$ cat src/rtl/riscv_pkg.sv
// Shared writeback types: register-file widths and the {wa, wd} request
// carried through the long-latency buffer and the selection mux.
package riscv_pkg;

    localparam int DATA_WIDTH    = 64;
    localparam int ADDRESS_WIDTH = 5;

    typedef struct packed {
        logic [ADDRESS_WIDTH-1:0] wa;
        logic [DATA_WIDTH-1:0]    wd;
    } wb_req_t;

endpackage

$ cat src/rtl/wb_arbiter_if.sv
// Writeback bus: ALU result port, long-latency valid/ready port, stall
// feedback and the register-file write port.
interface wb_arbiter_if;
    import riscv_pkg::*;

    logic                     alu_valid;
    logic [ADDRESS_WIDTH-1:0] alu_wa;
    logic [DATA_WIDTH-1:0]    alu_wd;
    logic                     lu_valid;
    logic                     lu_ready;
    logic [ADDRESS_WIDTH-1:0] lu_wa;
    logic [DATA_WIDTH-1:0]    lu_wd;
    logic                     stall_alu;
    logic                     RegWrite;
    logic [ADDRESS_WIDTH-1:0] wa;
    logic [DATA_WIDTH-1:0]    wd;

    // Pipeline side: offers results, observes back-pressure and the write port.
    modport master (
        output alu_valid, alu_wa, alu_wd, lu_valid, lu_wa, lu_wd,
        input  lu_ready, stall_alu, RegWrite, wa, wd
    );

    modport slave (
        input  alu_valid, alu_wa, alu_wd, lu_valid, lu_wa, lu_wd,
        output lu_ready, stall_alu, RegWrite, wa, wd
    );

endinterface

$ cat src/rtl/wb_fifo.sv
// Synchronous FIFO of writeback requests; pointers wrap modulo FIFO_DEPTH and
// the occupancy count tells full from empty, so any depth >= 1 works.
module wb_fifo
    import riscv_pkg::*;
#(
    parameter  int FIFO_DEPTH = 2,
    localparam int PTR_W      = (FIFO_DEPTH > 1) ? $clog2(FIFO_DEPTH) : 1,
    localparam int CNT_W      = $clog2(FIFO_DEPTH + 1)
) (
    input  logic             clk,
    input  logic             reset_n,
    input  logic             i_push,
    input  wb_req_t          i_push_data,
    input  logic             i_pop,
    output wb_req_t          o_head,
    output logic [CNT_W-1:0] o_count,
    output logic             o_full,
    output logic             o_empty
);

    localparam logic [CNT_W-1:0] FULL_CNT = CNT_W'(FIFO_DEPTH);
    localparam logic [PTR_W-1:0] LAST_PTR = PTR_W'(FIFO_DEPTH - 1);

    wb_req_t          r_mem [FIFO_DEPTH];
    logic [PTR_W-1:0] r_rd_ptr;
    logic [PTR_W-1:0] r_wr_ptr;
    logic [CNT_W-1:0] r_count;

    logic w_do_push;
    logic w_do_pop;

    function automatic logic [PTR_W-1:0] next_ptr(input logic [PTR_W-1:0] p);
        return (p == LAST_PTR) ? '0 : p + 1'b1;
    endfunction

    assign o_full    = (r_count == FULL_CNT);
    assign o_empty   = (r_count == '0);
    assign o_count   = r_count;
    assign o_head    = r_mem[r_rd_ptr];
    assign w_do_push = i_push && !o_full;
    assign w_do_pop  = i_pop && !o_empty;

    // NOTE: sequential state uses non-blocking assignments so every flop
    // samples the pre-edge values, independent of statement order.
    always_ff @(posedge clk) begin
        if (!reset_n) begin
            r_rd_ptr <= '0;
            r_wr_ptr <= '0;
            r_count  <= '0;
        end else begin
            if (w_do_push) r_wr_ptr <= next_ptr(r_wr_ptr);
            if (w_do_pop)  r_rd_ptr <= next_ptr(r_rd_ptr);
            case ({w_do_push, w_do_pop})
                2'b10:   r_count <= r_count + 1'b1;
                2'b01:   r_count <= r_count - 1'b1;
                default: r_count <= r_count;
            endcase
        end
    end

    // NOTE: the storage array is deliberately not reset; count and pointers
    // already mark every slot invalid, and a reset-free array maps to RAM.
    always_ff @(posedge clk) begin
        if (w_do_push) r_mem[r_wr_ptr] <= i_push_data;
    end

endmodule

$ cat src/rtl/wb_arbiter.sv
// Writeback arbiter: ALU results win the register-file port, buffered
// long-latency results drain when the ALU is idle or a starvation stall fires.
module wb_arbiter
    import riscv_pkg::*;
#(
    parameter int FIFO_DEPTH   = 2,
    parameter int STARVE_LIMIT = 4
) (
    input logic         clk,
    input logic         reset_n,
    wb_arbiter_if.slave bus
);

    localparam int CNT_W = $clog2(FIFO_DEPTH + 1);
    localparam int STV_W = $clog2(STARVE_LIMIT + 1);
    localparam logic [STV_W-1:0] STARVE_MAX = STV_W'(STARVE_LIMIT);

    wb_req_t          w_head;
    wb_req_t          w_alu_req;
    wb_req_t          w_lu_req;
    wb_req_t          w_sel;
    logic [CNT_W-1:0] w_count;
    logic             w_full;
    logic             w_empty;
    logic             w_lu_ready;
    logic             w_push;
    logic             w_pop;
    logic             w_stall;
    logic             w_sel_alu;
    logic             w_sel_valid;

    logic [STV_W-1:0]         r_starve_cnt;
    logic                     r_reg_write;
    logic [ADDRESS_WIDTH-1:0] r_wa;
    logic [DATA_WIDTH-1:0]    r_wd;

    assign w_alu_req  = '{wa: bus.alu_wa, wd: bus.alu_wd};
    assign w_lu_req   = '{wa: bus.lu_wa,  wd: bus.lu_wd};
    assign w_lu_ready = reset_n && !w_full;
    // Results for x0 are accepted off the bus but never occupy a slot.
    assign w_push     = bus.lu_valid && w_lu_ready && (bus.lu_wa != '0);
    assign w_stall    = (r_starve_cnt == STARVE_MAX);

    wb_fifo #(.FIFO_DEPTH(FIFO_DEPTH)) u_fifo (
        .clk         (clk),
        .reset_n     (reset_n),
        .i_push      (w_push),
        .i_push_data (w_lu_req),
        .i_pop       (w_pop),
        .o_head      (w_head),
        .o_count     (w_count),
        .o_full      (w_full),
        .o_empty     (w_empty)
    );

    // NOTE: every signal written here gets a default first, so no path
    // leaves one unassigned and no latch is inferred.
    always_comb begin
        w_sel_alu   = 1'b0;
        w_pop       = 1'b0;
        w_sel_valid = 1'b0;
        w_sel       = w_head;
        if (bus.alu_valid && !w_stall) begin
            w_sel_alu   = 1'b1;
            w_sel_valid = 1'b1;
            w_sel       = w_alu_req;
        end else if (!w_empty) begin
            w_pop       = 1'b1;
            w_sel_valid = 1'b1;
        end
    end

    // A stall only arises with the FIFO non-empty, so the stalled cycle always
    // pops and clears the counter, giving a one-cycle stall pulse.
    always_ff @(posedge clk) begin
        if (!reset_n) begin
            r_starve_cnt <= '0;
        end else if (w_empty || w_pop) begin
            r_starve_cnt <= '0;
        end else if (w_sel_alu && !w_stall) begin
            r_starve_cnt <= r_starve_cnt + 1'b1;
        end
    end

    always_ff @(posedge clk) begin
        if (!reset_n) begin
            r_reg_write <= 1'b0;
            r_wa        <= '0;
            r_wd        <= '0;
        end else begin
            r_reg_write <= w_sel_valid && (w_sel.wa != '0);
            if (w_sel_valid) begin
                r_wa <= w_sel.wa;
                r_wd <= w_sel.wd;
            end
        end
    end

    assign bus.lu_ready  = w_lu_ready;
    assign bus.stall_alu = reset_n && w_stall;
    assign bus.RegWrite  = r_reg_write;
    assign bus.wa        = r_wa;
    assign bus.wd        = r_wd;

endmodule

$ cat src/flat_wrapper.sv
// flat-port wrapper written by rule: the top's interface ports become plain ports
module wb_arbiter_flat import riscv_pkg::*;
#(
    parameter int FIFO_DEPTH   = 2,
    parameter int STARVE_LIMIT = 4
)
  (clk, reset_n, bus_alu_valid, bus_alu_wa, bus_alu_wd, bus_lu_valid, bus_lu_wa, bus_lu_wd, bus_lu_ready, bus_stall_alu, bus_RegWrite, bus_wa, bus_wd);
  wb_arbiter_if bus_i ();
  input logic clk;
  input logic reset_n;
  input wire logic [$bits(bus_i.alu_valid)-1:0] bus_alu_valid;
  input wire logic [$bits(bus_i.alu_wa)-1:0] bus_alu_wa;
  input wire logic [$bits(bus_i.alu_wd)-1:0] bus_alu_wd;
  input wire logic [$bits(bus_i.lu_valid)-1:0] bus_lu_valid;
  input wire logic [$bits(bus_i.lu_wa)-1:0] bus_lu_wa;
  input wire logic [$bits(bus_i.lu_wd)-1:0] bus_lu_wd;
  output wire logic [$bits(bus_i.lu_ready)-1:0] bus_lu_ready;
  output wire logic [$bits(bus_i.stall_alu)-1:0] bus_stall_alu;
  output wire logic [$bits(bus_i.RegWrite)-1:0] bus_RegWrite;
  output wire logic [$bits(bus_i.wa)-1:0] bus_wa;
  output wire logic [$bits(bus_i.wd)-1:0] bus_wd;
  assign bus_i.alu_valid = bus_alu_valid;
  assign bus_i.alu_wa = bus_alu_wa;
  assign bus_i.alu_wd = bus_alu_wd;
  assign bus_i.lu_valid = bus_lu_valid;
  assign bus_i.lu_wa = bus_lu_wa;
  assign bus_i.lu_wd = bus_lu_wd;
  assign bus_lu_ready = bus_i.lu_ready;
  assign bus_stall_alu = bus_i.stall_alu;
  assign bus_RegWrite = bus_i.RegWrite;
  assign bus_wa = bus_i.wa;
  assign bus_wd = bus_i.wd;
  wb_arbiter #(.FIFO_DEPTH(FIFO_DEPTH), .STARVE_LIMIT(STARVE_LIMIT)) u_core (.clk(clk), .reset_n(reset_n), .bus(bus_i));
endmodule
$ cat config.mk
export PLATFORM = sky130hd
export DESIGN_NAME = wb_arbiter_flat
export DESIGN_NICKNAME = d
export VERILOG_FILES = /design/src/rtl/riscv_pkg.sv /design/src/rtl/wb_arbiter_if.sv /design/src/rtl/wb_fifo.sv /design/src/rtl/wb_arbiter.sv /design/src/flat_wrapper.sv
export SDC_FILE = /design/constraint.sdc
export NUM_CORES = 1
export LEC_CHECK = 0
export BUFFER_PORTS_ARGS = -buffer_cell sky130_fd_sc_hd__buf_2
export CAP_MARGIN = 20
export CORE_MARGIN = 10
export CORE_UTILIZATION = 53
export DETAILED_ROUTE_END_ITERATION = 7
export PLACE_DENSITY = 0.81
export SYNTH_ARGS = -nofsm -noshare
export SYNTH_HDL_FRONTEND = slang
export SYNTH_SLANG_ARGS = --single-unit
$ cat constraint.sdc
create_clock -name clk -period 5.3 [get_ports clk]
set_input_delay 1.06 -clock clk [delete_from_list [all_inputs] [get_ports clk]]
set_output_delay 1.06 -clock clk [all_outputs]
set_load 0.005 [all_outputs]
Word-level counts from Yosys, hierarchy flattened
Memories as Yosys holds them, arrays and structs flattened. A register that Yosys moved wholly into a read port is not among the register bits.
Cells that the tools add are included.
Widths: inputs -> output; s select.
{"block": "word_totals", "reg_bits": 77, "ram_bits": 138, "memories": 1, "elab_cells": 48, "output_inout_bits": 72}
{"block": "classes", "reduce_logical": 18, "n_bitwise": 1, "eq_ne": 4, "addsub": 5, "n_mux": 12}
{"memory": "u_core.u_fifo.r_mem", "depth": 2, "width": 69, "read_ports": 1, "rd_clocked_by_memory_dff": 1, "wr": 1, "line": "wb_fifo.sv:24", "text": "wb_req_t r_mem [FIFO_DEPTH];"}
{"operator": "$mux 69", "n": 1}
{"operator": "$mux 1", "n": 10}
{"operator": "$reduce_bool 5->1", "n": 2}
{"operator": "$logic_and 1x1->1", "n": 9}
{"operator": "$eq 2x2->1 const B", "n": 2}
{"operator": "$pmux 2 s2", "n": 1}
{"operator": "$add 3x1->3 const B", "n": 1}
{"operator": "$eq 3x3->1 const B", "n": 1}
{"operator": "$logic_not 1->1", "n": 3}
{"operator": "$add 1x1->1 const B", "n": 2}
{"operator": "$add 2x1->2 const B", "n": 1}
{"operator": "$eq 2x1->1 const B", "n": 1}
{"operator": "$logic_not 2->1", "n": 1}
{"operator": "$reduce_bool 2->1", "n": 1}
{"operator": "$reduce_or 2->1", "n": 1}
{"operator": "$sub 2x1->2 const B", "n": 1}
{"operator": "$logic_or 1x1->1", "n": 1}
{"operator": "$not 1->1", "n": 1}

Longest topological paths before layout
Gate-level depths: netlist of the first run.
{"block": "depth", "ltp_word": 8, "ltp_mapped": 8, "ltp_nobuf": 8}

Hierarchy
A second synthesis of the first run with hierarchy kept.
{"block": "hier_totals", "hier_cells": 578, "area_unflattened_um2": 8704.6}
{"module": "wb_fifo", "cells_each": 241, "n_inst": 1, "area_each_um2": 5202.5}
{"module": "wb_arbiter", "cells_each": 337, "n_inst": 1, "area_each_um2": 3502.1}

Least setup slack after synthesis of the first run
Ideal clock, no wire load.
{"block": "synth_timing", "path_type": "in2reg", "start": "in reset_n", "end": "mem u_core.u_fifo.r_mem[1][0] in the netlist's numbering, enable pin", "path_slack_ns": 0.410, "arrival_time_ns": 4.394, "path_buffers": 0, "path_stages": 4, "path_cell_list": "inv_1 -> a21oi_1 -> nand3_1 -> nor2_1"}
{"block": "synth_between", "elab_chain_len": 6}
{"element": "start: declaration", "line": "flat_wrapper.sv:10", "text": "input logic reset_n;"}
{"element": "$logic_and 1x1->1", "line": "wb_arbiter.sv:39", "text": "assign w_lu_ready = reset_n && !w_full;"}
{"element": "named net bus_lu_ready", "line": "flat_wrapper.sv:17", "text": "output wire logic [$bits(bus_i.lu_ready)-1:0] bus_lu_ready;"}
{"element": "$logic_and 1x1->1 (2 in a row)", "line": "wb_arbiter.sv:41", "text": "assign w_push = bus.lu_valid && w_lu_ready && (bus.lu_wa != '0);"}
{"element": "$logic_and 1x1->1", "line": "wb_fifo.sv:40", "text": "assign w_do_push = i_push && !o_full;"}
{"element": "$mux 1", "line": "wb_fifo.sv:64", "text": "if (w_do_push) r_mem[r_wr_ptr] <= i_push_data;"}
{"element": "$mux 1 (implied by the code)", "line": "wb_fifo.sv:64"}
{"element": "end: declaration", "line": "wb_fifo.sv:24"}
The timed path passes the listed nets, and every way through them passes these cells.

Worst setup path in the final report of the first run
{"block": "layout_timing", "start": "in reset_n", "end": "mem u_core.u_fifo.r_mem[0][68] in the netlist's numbering, enable pin"}
{"block": "layout_between", "elab_chain_len": 6}
{"element": "$logic_and 1x1->1", "line": "wb_arbiter.sv:39"}
{"element": "$logic_and 1x1->1 (2 in a row)", "line": "wb_arbiter.sv:41"}
{"element": "$logic_and 1x1->1", "line": "wb_fifo.sv:40"}
{"element": "$mux 1", "line": "wb_fifo.sv:64"}
{"element": "$mux 1 (implied by the code)", "line": "wb_fifo.sv:64"}
Every way passes these cells.

==> results of run 1 <==
-- cell families after synthesis --
group	count (synthesis)
buffers and inverters	53
and+or+nand+nor	166
muxes	66
AOI/OAI and AO/OA	147
xor gates and xnor gates	4
DFF	216
adders and majority gates	3
-- sequential cells by signal, indices dropped and copies added (netlist names), named ones only --
register and count:
u_core.u_fifo.r_rd_ptr 1, u_core.u_fifo.r_wr_ptr 1, u_core.bus.wd 64, u_core.bus.RegWrite 1, u_core.u_fifo.o_count 2, u_core.r_starve_cnt 3
u_core.u_fifo.r_mem 138, u_core.bus.wa 5
-- worst max-delay path by stage --
stage            start                         end  slack, ns  depth (start not counted)
3_5_place_dp   reset_n   u_core.u_fifo.r_mem[0][0]       1.99                          6
2_1_floorplan  reset_n   u_core.u_fifo.r_mem[1][0]       0.41                          4
4_1_cts        reset_n  u_core.u_fifo.r_mem[1][66]       2.51                          6
6_report       reset_n  u_core.u_fifo.r_mem[0][68]       2.52                          6
3_3_place_gp   reset_n  u_core.u_fifo.r_mem[1][29]       2.06                          6
5_1_grt        reset_n  u_core.u_fifo.r_mem[0][68]       2.36                          6
-- stage by stage --
| step | setup WS, ns | hold slack, ns |
|---|---|---|
| floorplan | 0.4096 | 0.4173 |
| global placement | 2.056 | 0.4327 |
| detailed placement | 1.985 | 0.4396 |
| CTS | 2.511 | 0.4515 |
| global route | 2.360 | 0.4787 |
| finish | 2.524 | 0.4461 |
-- cell type report --
class                      instances  area [um2]
antenna                            3       7.507
fill                            1180        5079
sequential                       216        5709
clock inverter                    13       143.9
timing repair buffer             221        1126
multi-input combinational        386        2349
inverter                           7       26.28
tap                              211       264.0
clock buffer                      27       610.6
-- report_power, final --
part           switching, mW  internal, mW  leakage [nW]  total, mW
logic                  0.634         0.457          1.64       1.09
clock network          0.615         0.965         0.375       1.58
registers              0.154          1.99          1.91       2.15
-- critical path: stages --
cell and delay [ns]:
sky130_fd_sc_hd__buf_2 0.12, sky130_fd_sc_hd__inv_2 0.04, sky130_fd_sc_hd__a21oi_1 0.25, sky130_fd_sc_hd__nand4_1 0.19, sky130_fd_sc_hd__inv_2 0.80, sky130_fd_sc_hd__buf_4 0.46
-- layout by cell type, fill, tap and decap left out, drive strengths merged --
cell    Yosys  routed
a21oi      72      72
nand2     136     136
or3         5       5
nor3        1       1
a21boi      1       1
bufinv      0       3
o21ai       1       1
clkinv      0      10
o311a       1       1
nor2b       4       4
nand3       2       2
buf        29     221
o211ai     64      64
and3        1       1
mux2i      64      64
edfxtp    138     138
nand4       1       1
xnor2       3       3
dfxtp      78      78
ha          3       3
diode       0       3
nor2       15      15
inv         7       7
a21bo       1       1
o22ai       2       2
a211oi      4       4
clkbuf     17      27
a31o        1       1
mux2        2       2
or2         1       1
xor2        1       1
-- layer usage --
metal / up-vias / wire length [um] / GRT usage
met5: - / 41 / 0
met4: 6 / 314 / 0.03438
met3: 33 / 2088 / 0.07389
met2: 232 / 8858 / 0.2797
met1: 2665 / 8216 / 0.2257
li1: 2797 / - / -
==> impl_summary.txt, run 1 <==
----------------------------------------------------
[Placed design]
  Placed cell count ... roughly 1.0k
  Count of buffers inserted at the top-level ports ... 213
  GPL Wtd Cong ... around 0.77
  Post-place instance area ... 0.009474 mm2
  Total half-perimeter wirelength after legalization and detailed placement ... between 10000 and 15000 um

[Timing]
  Sum Neg Setup Slack ... 0 ns
  Minimum clock period after layout ... approximately 2.8 ns
  Achievable Freq ... ~0.36 GHz
  Final clock skew ... roughly 0.01 ns
  Final-report max-slew violation count ... 0
  Setup-failing EPs final ... 0
  Worst slew margin relative to its limit ... 0.2942
  Unrepaired setup endpoints after global routing ... no
  Slew at the pin with the worst max-slew slack ... between 1 and 1.5 ns
  Final critical-path share of the clock period ... 0.5237
  Fin. Hold Viols ... 0

[Logic synthesis]
  Yosys cell types ... 32
  Average footprint of a synthesized cell ... approximately 13 um2
  Biggest area consumer among synthesized cells ... sky130_fd_sc_hd__edfxtp_1
  Flops & latches, synth ... 216
  Post-synthesis share of cell area spent on xor and xnor gates ... 0.004212
  Dominant combinational cell family by area after synthesis ... compound AO/OA/AOI/OAI gates
  Syn Inst Count ... about 660
  Synth top area cells ... sky130_fd_sc_hd__edfxtp_1, sky130_fd_sc_hd__dfxtp_1, sky130_fd_sc_hd__mux2i_1
  Synth Cell Area ... 0.008318 mm2
  Post-synthesis share of cell area spent on and, or, nand and nor gates ... 0.07927
  Number of warnings issued by yosys ... 0
  Yosys top cell area share ... 0.4982
  Ys async rst share ... 0
  Most instantiated cells after synthesis ... sky130_fd_sc_hd__edfxtp_1, sky130_fd_sc_hd__nand2_1, sky130_fd_sc_hd__dfxtp_1
  Adder-cell area share of the yosys netlist ... 0.004513
  Count of flip-flops with a built-in enable after synthesis ... 138
  Flip-flop cell with the highest count after synthesis ... sky130_fd_sc_hd__edfxtp_1
  Most instantiated library cell after synthesis ... sky130_fd_sc_hd__edfxtp_1
  Mux share of post-synthesis cell area ... 0.08063
  Total nets after synthesis ... 800
  Sequential area share after synthesis ... 0.6859
  Compound-cell area share of the yosys netlist ... 0.1125

[Global routing]
  First-pass GRT wire length ... 31150 um
  Congestion Overflow GR ... 0
  Overall track demand over capacity in global routing ... 0.1775
  Vias in the first global route ... about 5.8k
  Pin count of the biggest net entering global routing ... 75
  Number of antenna violations at the first check in global routing ... 6

[Clock network]
  Clock transition time at the flip-flop clock pins of the worst setup and hold paths ... 0.06 ns
  Hold-fix buffers, CTS ... 0
  Worst-Skew Late Latency ... 0.49 ns
  Post-CTS setup repair buffer count ... 0
  Clock tree from TritonCTS ... built
  Clock tree root driver cell ... sky130_fd_sc_hd__clkbuf_16
  Level count of the clock H-tree ... 1
  Post-cts sizing count ... 0
  Inserted Clock Buffers ... 22
  Worst-case clock buffer depth ... 3
  CTS sink count ... ~220

[Min path]
  WHS Endpoint ... u_core.r_starve_cnt[0]
  Hold Path Origin ... u_core.r_starve_cnt[0]
  Worst Hold Path Cells ... 1
  Min-delay worst type ... reg2reg

[Finish]
  Final #Nets ... roughly 1000
  Share of final-layout standard cells stronger than drive strength 1 ... 0.3069
  Post-layout util ... 0.6684
  Post-route cell area ... 0.01024 mm2
  Number of standard cells in the final layout excluding fillers ... between 1k and 1.5k
  Layout Area Growth over Synthesis ... 23.06%

[Flow run]
  Maxcap violations ... 0

[Worst setup path]
  Startpoint of the worst register-to-register path ... u_core.u_fifo.o_count[0]
  Reg2Reg Depth ... 5
  Element type at the critical path start ... input port
  Setup slack of the worst register-to-register path ... between 2 and 3 ns
  Crit end category ... register
  Maximum fanout along the worst path ... 47
  Type of the worst setup path ... in2reg
  Required time reported for the critical path endpoint ... ~5.5 ns
  CP Data Arrival Time ... about 2.9 ns
  R2r endpoint ... u_core.u_fifo.r_mem[0][68]

[Routing]
  Number of DRC violations after detailed-routing iteration 0 ... approximately 270
  Drt wl/cell ... around 18 um
  DRC Markers ... 0
  First-pass iteration count of the detailed router ... 6
  Detailed-route via count ... 5733
  Antenna viol nets, final ... 0
  Total Wirelength ... 19520 um
  Detailed-route vias per instance ... ~5.3

[Die]
  I/O pin total ... between 200 and 250
  Total number of placement rows ... 45
  Vertical die dimension ... about 150 um
  Area of the placeable core ... approximately 0.015 mm2
  Die X-Extent ... 145.3 um
  Initial cell density of the core ... 0.5431
  Area of the die ... roughly 0.021 mm2

[Power]
  Leakage ... approximately 4 nW
  Pwr/cell area ... around 470 mW/mm2
  Tot Pwr ... ~4.8 mW
  Largest vdd supply drop ... 0.0003230 V

[Outcome]
  Run status ... complete, no violations

----------------------------------------------------
No activity file was read; power rests on OpenSTA's default activity.
==> run 2, diff against run 1 <==
Settings changed: ABC_AREA from default to 1, CORE_UTILIZATION 53 to 48, PLACE_DENSITY 0.81 to 0.77.
Clock period 5.3 ns to 2.25 ns, I/O delays scaled along.
==> run 2 against run 1 <==
Hold slack got worse by 0.31 ns; register-to-register slack got worse by 2.4 ns; global-route usage shrank 0.25 points; sequential power grew 120%; final area is 2.2% higher; utilization fell by 6.4 points; critical path depth rose by 3; clock skew barely moved; power up 99%; first-iteration DRC count increased by 26%; largest power group unchanged; highest routed layer unchanged.
==> impl_summary.txt, run 2 <==
----------------------------------------------------
[Clock network]
  Worst-Skew Late Latency ... 0.49 ns (about the same)
  Hold-fix buffers, CTS ... 0 (unchanged)
  Clock tree from TritonCTS ... built
  Post-CTS setup repair buffer count ... 0 (unchanged)
  Worst-case clock buffer depth ... 3 (unchanged)
  Clock tree root driver cell ... sky130_fd_sc_hd__clkbuf_16
  CTS sink count ... 216 (unchanged)
  Post-cts sizing count ... 0 (unchanged)
  Level count of the clock H-tree ... 1 (unchanged)
  Inserted Clock Buffers ... 23 (+4.5%)
  Clock transition time at the flip-flop clock pins of the worst setup and hold paths ... 0.06 ns (about the same)

[Die]
  Die X-Extent ... 152.9 um (+5.3%)
  Total number of placement rows ... 48 (+6.7%)
  Area of the die ... 0.02339 mm2 (+11%)
  I/O pin total ... 214 (unchanged)
  Initial cell density of the core ... 0.4904 (-0.05276)
  Area of the placeable core ... 0.01730 mm2 (+13%)
  Vertical die dimension ... 152.9 um (+5.3%)

[Logic synthesis]
  Synth Cell Area ... 0.008482 mm2 (+2.0%)
  Average footprint of a synthesized cell ... 11.45 um2 (-9.9%)
  Synth top area cells ... sky130_fd_sc_hd__edfxtp_1, sky130_fd_sc_hd__dfxtp_1, sky130_fd_sc_hd__nand2_1
  Biggest area consumer among synthesized cells ... sky130_fd_sc_hd__edfxtp_1
  Sequential area share after synthesis ... 0.6727 (-0.01325)
  Most instantiated cells after synthesis ... sky130_fd_sc_hd__nand2_1, sky130_fd_sc_hd__edfxtp_1, sky130_fd_sc_hd__nand3_1
  Total nets after synthesis ... 886 (+11%)
  Flip-flop cell with the highest count after synthesis ... sky130_fd_sc_hd__edfxtp_1
  Number of warnings issued by yosys ... 0 (unchanged)
  Count of flip-flops with a built-in enable after synthesis ... 138 (unchanged)
  Yosys cell types ... 26 (-19%)
  Ys async rst share ... 0 (unchanged)
  Flops & latches, synth ... 216 (unchanged)
  Yosys top cell area share ... 0.4886 (-0.009627)
  Syn Inst Count ... 741 (+13%)
  Most instantiated library cell after synthesis ... sky130_fd_sc_hd__nand2_1

[Finish]
  Number of fill cells in the layout ... 1429 (+21%)
  Sequential cell area ... 0.005707 mm2 (about the same)
  Layout Area Growth over Synthesis ... 23.28%
  Register with the highest flop count ... u_core.u_fifo.r_mem
  Commonest non-fill, non-tap cell in the layout ... sky130_fd_sc_hd__nand2_1
  Final #Nets ... 1088 (+8.9%)
  Share of final-layout standard cells stronger than drive strength 1 ... 0.3274 (+0.02053)
  Number of flip-flops under the largest register name ... 138 (unchanged)
  Multi-input gate area in the final layout ... 0.002467 mm2 (+5.1%)
  Post-layout util ... 0.6045 (-0.06385)
  Most frequent cells in the layout ... sky130_fd_sc_hd__nand2_1, sky130_fd_sc_hd__buf_2, sky130_fd_sc_hd__edfxtp_1, sky130_fd_sc_hd__nand3_1, sky130_fd_sc_hd__dfxtp_1

[Power]
  Leakage ... 4.458 nW (+14%)
  Pwr/cell area ... 916.0 mW/mm2 (+95%)
  Largest vdd supply drop ... 0.0005594 V (+73%)

[Timing]
  Slew at the pin with the worst max-slew slack ... 0.7890 ns (-0.2681 ns)
  Fin. Hold Viols ... 0 (unchanged)
  Worst slew margin relative to its limit ... 0.4740 (+0.1798)
  Final critical-path share of the clock period ... 0.8479
  Final worst setup slack ... 0.3421 ns (-2.182 ns)
  Sum Neg Setup Slack ... 0 ns (unchanged)
  Achievable Freq ... ~0.52 GHz
  Setup-failing EPs final ... 0 (unchanged)
  Unrepaired setup endpoints after global routing ... no
  Final clock skew ... 0.01041 ns (+0.0004597 ns)
  Minimum clock period after layout ... ~1.9 ns
  Final-report max-slew violation count ... 0 (unchanged)

[Worst setup path]
  Maximum fanout along the worst path ... 65 (+38%)
  Required time reported for the critical path endpoint ... 2.69 ns (-2.78 ns)
  Type of the worst setup path ... reg2reg
  CP Data Arrival Time ... 2.35 ns (-0.59 ns)
  Cells along the critical path ... inv_1 > ha_1 > nand2_2 > nand2_4 > nand2_4 > inv_2 > buf_4 > nand3_1 > nand2_1
  Most frequent CP cell ... sky130_fd_sc_hd__nand2_4
  Setup slack of the worst register-to-register path ... 0.34 ns (-2.39 ns)
  Slowest stage cell on the critical path ... sky130_fd_sc_hd__buf_4
  Highest cell delay on the worst timing path ... 0.55 ns (-0.25 ns)
  Crit end category ... register
  Element type at the critical path start ... register

[Placed design]
  Total half-perimeter wirelength after legalization and detailed placement ... 14360 um (+6.9%)
  GPL Wtd Cong ... 0.7624 (-1.5%)
  Count of buffers inserted at the top-level ports ... 213 (unchanged)
  Worst slack after detailed placement ... 0.3937 ns (-1.592 ns)

[Outcome]
  Run status ... complete, no violations

[Flow run]
  Maxcap violations ... 0 (unchanged)

[Routing]
  Antenna viol nets, final ... 0 (unchanged)
  Detailed-route vias per instance ... 5.196 (-1.7%)
  DRC Markers ... 0 (unchanged)
  Drt wl/cell ... 18.07 um (+0.33%)
  Detailed-route via count ... 6168 (+7.6%)
  Total Wirelength ... 21440 um (+9.9%)
  First-pass iteration count of the detailed router ... 5 (-1)
  Number of DRC violations after detailed-routing iteration 0 ... 336 (+26%)

[Global routing]
  Congestion Overflow GR ... 0 (unchanged)
  Pin count of the biggest net entering global routing ... 73 (-2.7%)
  Overall track demand over capacity in global routing ... 0.1750 (-0.002463)
  Vias in the first global route ... 6180 (+6.0%)
  Number of antenna violations at the first check in global routing ... 5 (-1)
  First-pass GRT wire length ... 33600 um (+7.9%)

[Min path]
  Min-delay worst type ... in2reg

----------------------------------------------------
## run 2: cell count changes after synthesis, sizes merged, moves of 64 or more
cell   previous run  this run
a21oi            72         5
mux2i            64         0
nand3             2       135
nand2           136       224
## run 2: cell families after synthesis
| group | after synthesis | synth area share |
|---|---|---|
| xor gates and xnor gates | 1 | 0.001033 |
| DFF | 216 | 0.6727 |
| adders and majority gates | 3 | 0.004426 |
| buffers and inverters | 62 | 0.03983 |
| AOI/OAI and AO/OA | 81 | 0.09072 |
| and+or+nand+nor | 378 | 0.1913 |
## run 2: per-layer routing
layer  global-route usage  up-vias  wire length [um]  part of all wire
met4              0.05722        4               544             0.025
met3              0.05163       43              1613             0.075
met1               0.2096     2889              8621              0.40
met5                    0        -                26            0.0012
met2               0.2956      194             10640              0.50
li1                     -     3038                 -                 -
## run 2: area by class of cell
cell class | instances | area share
diodes | 3 | 0.0007180
clock inverters | 11 | 0.007658
well taps | 225 | 0.02692
clock buffers | 30 | 0.05947
flip-flops and latches | 216 | 0.5458
repair buffers | 228 | 0.1187
inverters | 11 | 0.004786
multi-input cells | 463 | 0.2360
## run 2: final timing paths
kind / cells past startpoint / endpoint / start
min reg2reg: 1 / u_core.r_starve_cnt[0] / u_core.r_starve_cnt[0]
max: 9 / u_core.bus.wd[3] / u_core.r_starve_cnt[0]
max reg2reg: 9 / u_core.bus.wd[3] / u_core.r_starve_cnt[0]
min: 1 / u_core.u_fifo.r_mem[1][6] / bus_lu_wd[6]
## run 2: worst max-delay path, delay by kind of cell, from the launching register on
family | cells | cell delay (ns)
simple gates | 5 | 0.59
flops | 1 | 0.32
fa+ha+maj | 1 | 0.15
buf+inv | 3 | 0.70
## run 2: stage by stage
| stage | hold WS [ns] | instance area [um2] | total power, mW | instances |
|---|---|---|---|---|
| finish | 0.1403 | 10460 | 9.578 | 1187 |
| global route | 0.1208 | 10450 | 9.997 | 1186 |
| CTS | 0.1164 | 10450 | 9.686 | 1184 |
| detailed placement | 0.4424 | 9747 | 6.133 | 1143 |
| global placement | 0.4290 | 9747 | 6.091 | 1143 |
| floorplan | 0.4173 | 8534 | 5.573 | 741 |
## run 2: where the power goes
part	switching (mW)	internal, mW	leakage [nW]	total, mW
registers	0.129	4.55	1.91	4.68
clock network	1.49	2.06	0.351	3.55
logic	0.850	0.505	2.20	1.35
total	2.47	7.11	4.46	9.58
==> run 3, diff against run 2 <==
Settings changed: ABC_AREA 1 to 0.
Clock period 2.25 ns to 1.7 ns, I/O delays scaled along.
==> run 3 against run 2 <==
Count of clock-buffer cells in the layout decreased by 6; critical path depth fell by 5; wire length down 7.1%; non-clock buffer count up 8; setup slack worse by 0.29 ns; sequential share of layout area shrank 0.59 points; first-iteration DRC count is 40% lower; flip-flop and latch count did not move; power is 63% higher; global-route usage decreased by 0.84 points; via count shrank 6.7%; die area shrank 1.7%.
==> impl_summary.txt, run 3 (synthesis results as in run 1) <==
----------------------------------------------------
[Timing]
  Worst slew margin relative to its limit ... 0.4266 (-0.04741)
  Final worst setup slack ... 0.04880 ns (-0.2933 ns)
  Sum Neg Setup Slack ... 0 ns (unchanged)
  Unrepaired setup endpoints after global routing ... yes
  Final clock skew ... 0.01108 ns (+0.0006672 ns)
  Fin. Hold Viols ... 0 (unchanged)
  Final-report max-slew violation count ... 0 (unchanged)
  Final critical-path share of the clock period ... 0.9713
  Slew at the pin with the worst max-slew slack ... 0.8601 ns (+0.07111 ns)
  Achievable Freq ... ~0.61 GHz
  Worst Hold Slack ... 0.03184 ns (-0.1085 ns)
  Minimum clock period after layout ... 1.651 ns
  Setup-failing EPs final ... 0 (unchanged)

[Routing]
  Total Wirelength ... 19920 um (-7.1%)
  Drt wl/cell ... 17.86 um (-1.1%)
  DRC Markers ... 0 (unchanged)
  Antenna viol nets, final ... 0 (unchanged)
  Detailed-route vias per instance ... 5.161 (-0.69%)
  Detailed-route via count ... 5754 (-6.7%)
  Number of DRC violations after detailed-routing iteration 0 ... 203 (-40%)
  First-pass iteration count of the detailed router ... 4 (-1)

[Power]
  Net Switching ... 4.543 mW (+84%)
  Clock share of power ... 0.325 (-0.045)
  Proportion of power drawn by combinational gates ... 0.258 (+0.117)
  Largest vdd supply drop ... 0.001109 V (+98%)
  Pwr/cell area ... 1475 mW/mm2 (+61%)
  Internal power consumption ... 11.07 mW (+56%)
  Tot Pwr ... 15.62 mW (+63%)
  Sequential share of power ... 0.416 (-0.072)
  Net switching fraction of the power ... 0.2909 (+0.03351)
  Leakage ... 4.038 nW (-9.4%)

[Worst setup path]
  Crit end category ... output pin
  Slowest stage cell on the critical path ... sky130_fd_sc_hd__dfxtp_2
  Largest delay contributor family on the critical path ... flip-flops
  Buffers and inverters on the worst path ... 2 (-1)
  Logic depth of the worst setup path including buffers ... 4 (-5)
  Maximum fanout along the worst path ... 3 (-95%)
  CP Data Arrival Time ... 1.31 ns (-1.04 ns)
  Reg2Reg Depth ... 5 (-4)
  Type of the worst setup path ... reg2out
  Cells along the critical path ... inv_2 > ha_4 > and3_4 > buf_6
  Element type at the critical path start ... register
  Highest cell delay on the worst timing path ... 0.33 ns (-0.22 ns)
  Required time reported for the critical path endpoint ... 1.36 ns (-1.33 ns)

[Placed design]
  Placed cell count ... 1068 (-6.6%)
  Count of buffers inserted at the top-level ports ... 213 (unchanged)
  Post-place instance area ... 0.009733 mm2 (-0.14%)
  GPL Wtd Cong ... 0.7657 (+0.43%)
  Worst slack after detailed placement ... -0.008668 ns (-0.4023 ns)
  Total half-perimeter wirelength after legalization and detailed placement ... 13670 um (-4.8%)

[Finish]
  Most frequent cells in the layout ... sky130_fd_sc_hd__buf_2, sky130_fd_sc_hd__edfxtp_1, sky130_fd_sc_hd__nand2_1, sky130_fd_sc_hd__dfxtp_1, sky130_fd_sc_hd__a21oi_1
  Post-layout util ... 0.6185 (+0.01397)
  Commonest non-fill, non-tap cell in the layout ... sky130_fd_sc_hd__buf_2
  Final #Nets ... 1015 (-6.7%)
  Sequential cell area ... 0.005715 mm2 (+0.15%)
  Register with the highest flop count ... u_core.u_fifo.r_mem
  Multi-input gate area in the final layout ... 0.002402 mm2 (-2.6%)
  Share of final-layout standard cells stronger than drive strength 1 ... 0.3386 (+0.01118)
  Number of fill cells in the layout ... 1360 (-4.8%)
  Layout Area Growth over Synthesis ... 27.27%
  Number of standard cells in the final layout excluding fillers ... 1115 (-6.1%)
  Post-route cell area ... 0.01059 mm2 (+1.2%)
  Number of flip-flops under the largest register name ... 138 (unchanged)

[Global routing]
  Overall track demand over capacity in global routing ... 0.1666 (-0.008353)
  Met2 Usage GRT ... 0.2781 (-0.01749)
  Vias in the first global route ... 5814 (-5.9%)
  Pin count of the biggest net entering global routing ... 75 (+2.7%)
  Highest-utilization routing layer at the global route stage ... met2
  Number of antenna violations at the first check in global routing ... 7 (+2)
  First-pass GRT wire length ... 30360 um (-9.6%)
  Met3 track demand over resource ... 0.05762 (+0.005991)
  Congestion Overflow GR ... 0 (unchanged)
  GR met1 Demand/Resource ... 0.2004 (-0.009146)

[Die]
  Initial cell density of the core ... 0.4860 (-0.004414)
  Vertical die dimension ... 151.6 um (-0.84%)
  Area of the placeable core ... 0.01712 mm2 (-1.0%)
  Area of the die ... 0.02299 mm2 (-1.7%)
  Die X-Extent ... 151.6 um (-0.84%)
  I/O pin total ... 214 (unchanged)
  Total number of placement rows ... 48 (unchanged)

[Clock network]
  Clock transition time at the flip-flop clock pins of the worst setup and hold paths ... 0.06 ns (about the same)
  Worst-Skew Late Latency ... 0.49 ns (about the same)
  Inserted Clock Buffers ... 23 (unchanged)
  CTS sink count ... 216 (unchanged)
  Worst-case clock buffer depth ... 3 (unchanged)
  Clock tree root driver cell ... sky130_fd_sc_hd__clkbuf_16
  Level count of the clock H-tree ... 1 (unchanged)
  Clock tree from TritonCTS ... built

[Flow run]
  Maxcap violations ... 0 (unchanged)

[Outcome]
  Run status ... complete, no violations

[Min path]
  Min-delay worst type ... in2reg
  Worst Hold Path Cells ... 1 (unchanged)

----------------------------------------------------
## run 3: worst paths after layout
check	slack, ns	start	endpoint
max	0.05	u_core.r_starve_cnt[1]	bus_stall_alu
min	0.03	bus_lu_wd[48]	u_core.u_fifo.r_mem[0][48]
max reg2reg	0.10	u_core.r_starve_cnt[1]	u_core.bus.RegWrite
min reg2reg	0.45	u_core.bus.wa[3]	u_core.bus.wa[3]
## run 3: power by group through the flow
stage / logic [mW] / clock network [mW] / registers, mW
6_report: 4.03 / 5.08 / 6.50
5_1_grt: 4.47 / 5.39 / 6.56
4_1_cts: 4.07 / 5.19 / 6.50
3_5_place_dp: 4.02 / 0 / 6.59
3_3_place_gp: 3.99 / 0 / 6.57
2_1_floorplan: 2.68 / 0 / 6.58
## run 3: worst reg2reg max path, delay by kind of cell (launching register included)
kind | cells | cell delay (ns)
compound gates | 2 | 0.63
fa+ha+maj | 1 | 0.16
buf+inv | 1 | 0.04
flops | 1 | 0.33
mux | 1 | 0.32
## run 3: final cells by class
class,count,share of cell area
Clock inverter,17,0.01820
Tap cell,225,0.02659
Timing Repair Buffer,236,0.1289
Sequential cell,216,0.5399
Multi-Input combinational cell,386,0.2269
Clock buffer,24,0.05567
Inverter,7,0.002837
Antenna cell,4,0.0009455
## run 3: metal layers
metal | vias up | routed length (um)
met5 | - | 32
met4 | 6 | 370
met3 | 38 | 1932
met2 | 199 | 9656
met1 | 2675 | 7927
li1 | 2836 | -
## run 3: what timing repair did
item	4_1_cts	5_1_grt
gates cloned	0	0
gates resized for setup	4	10
hold buffers	0	0
setup endpoints to repair	2	32
buffers inserted	1	1
pin swaps	2	1
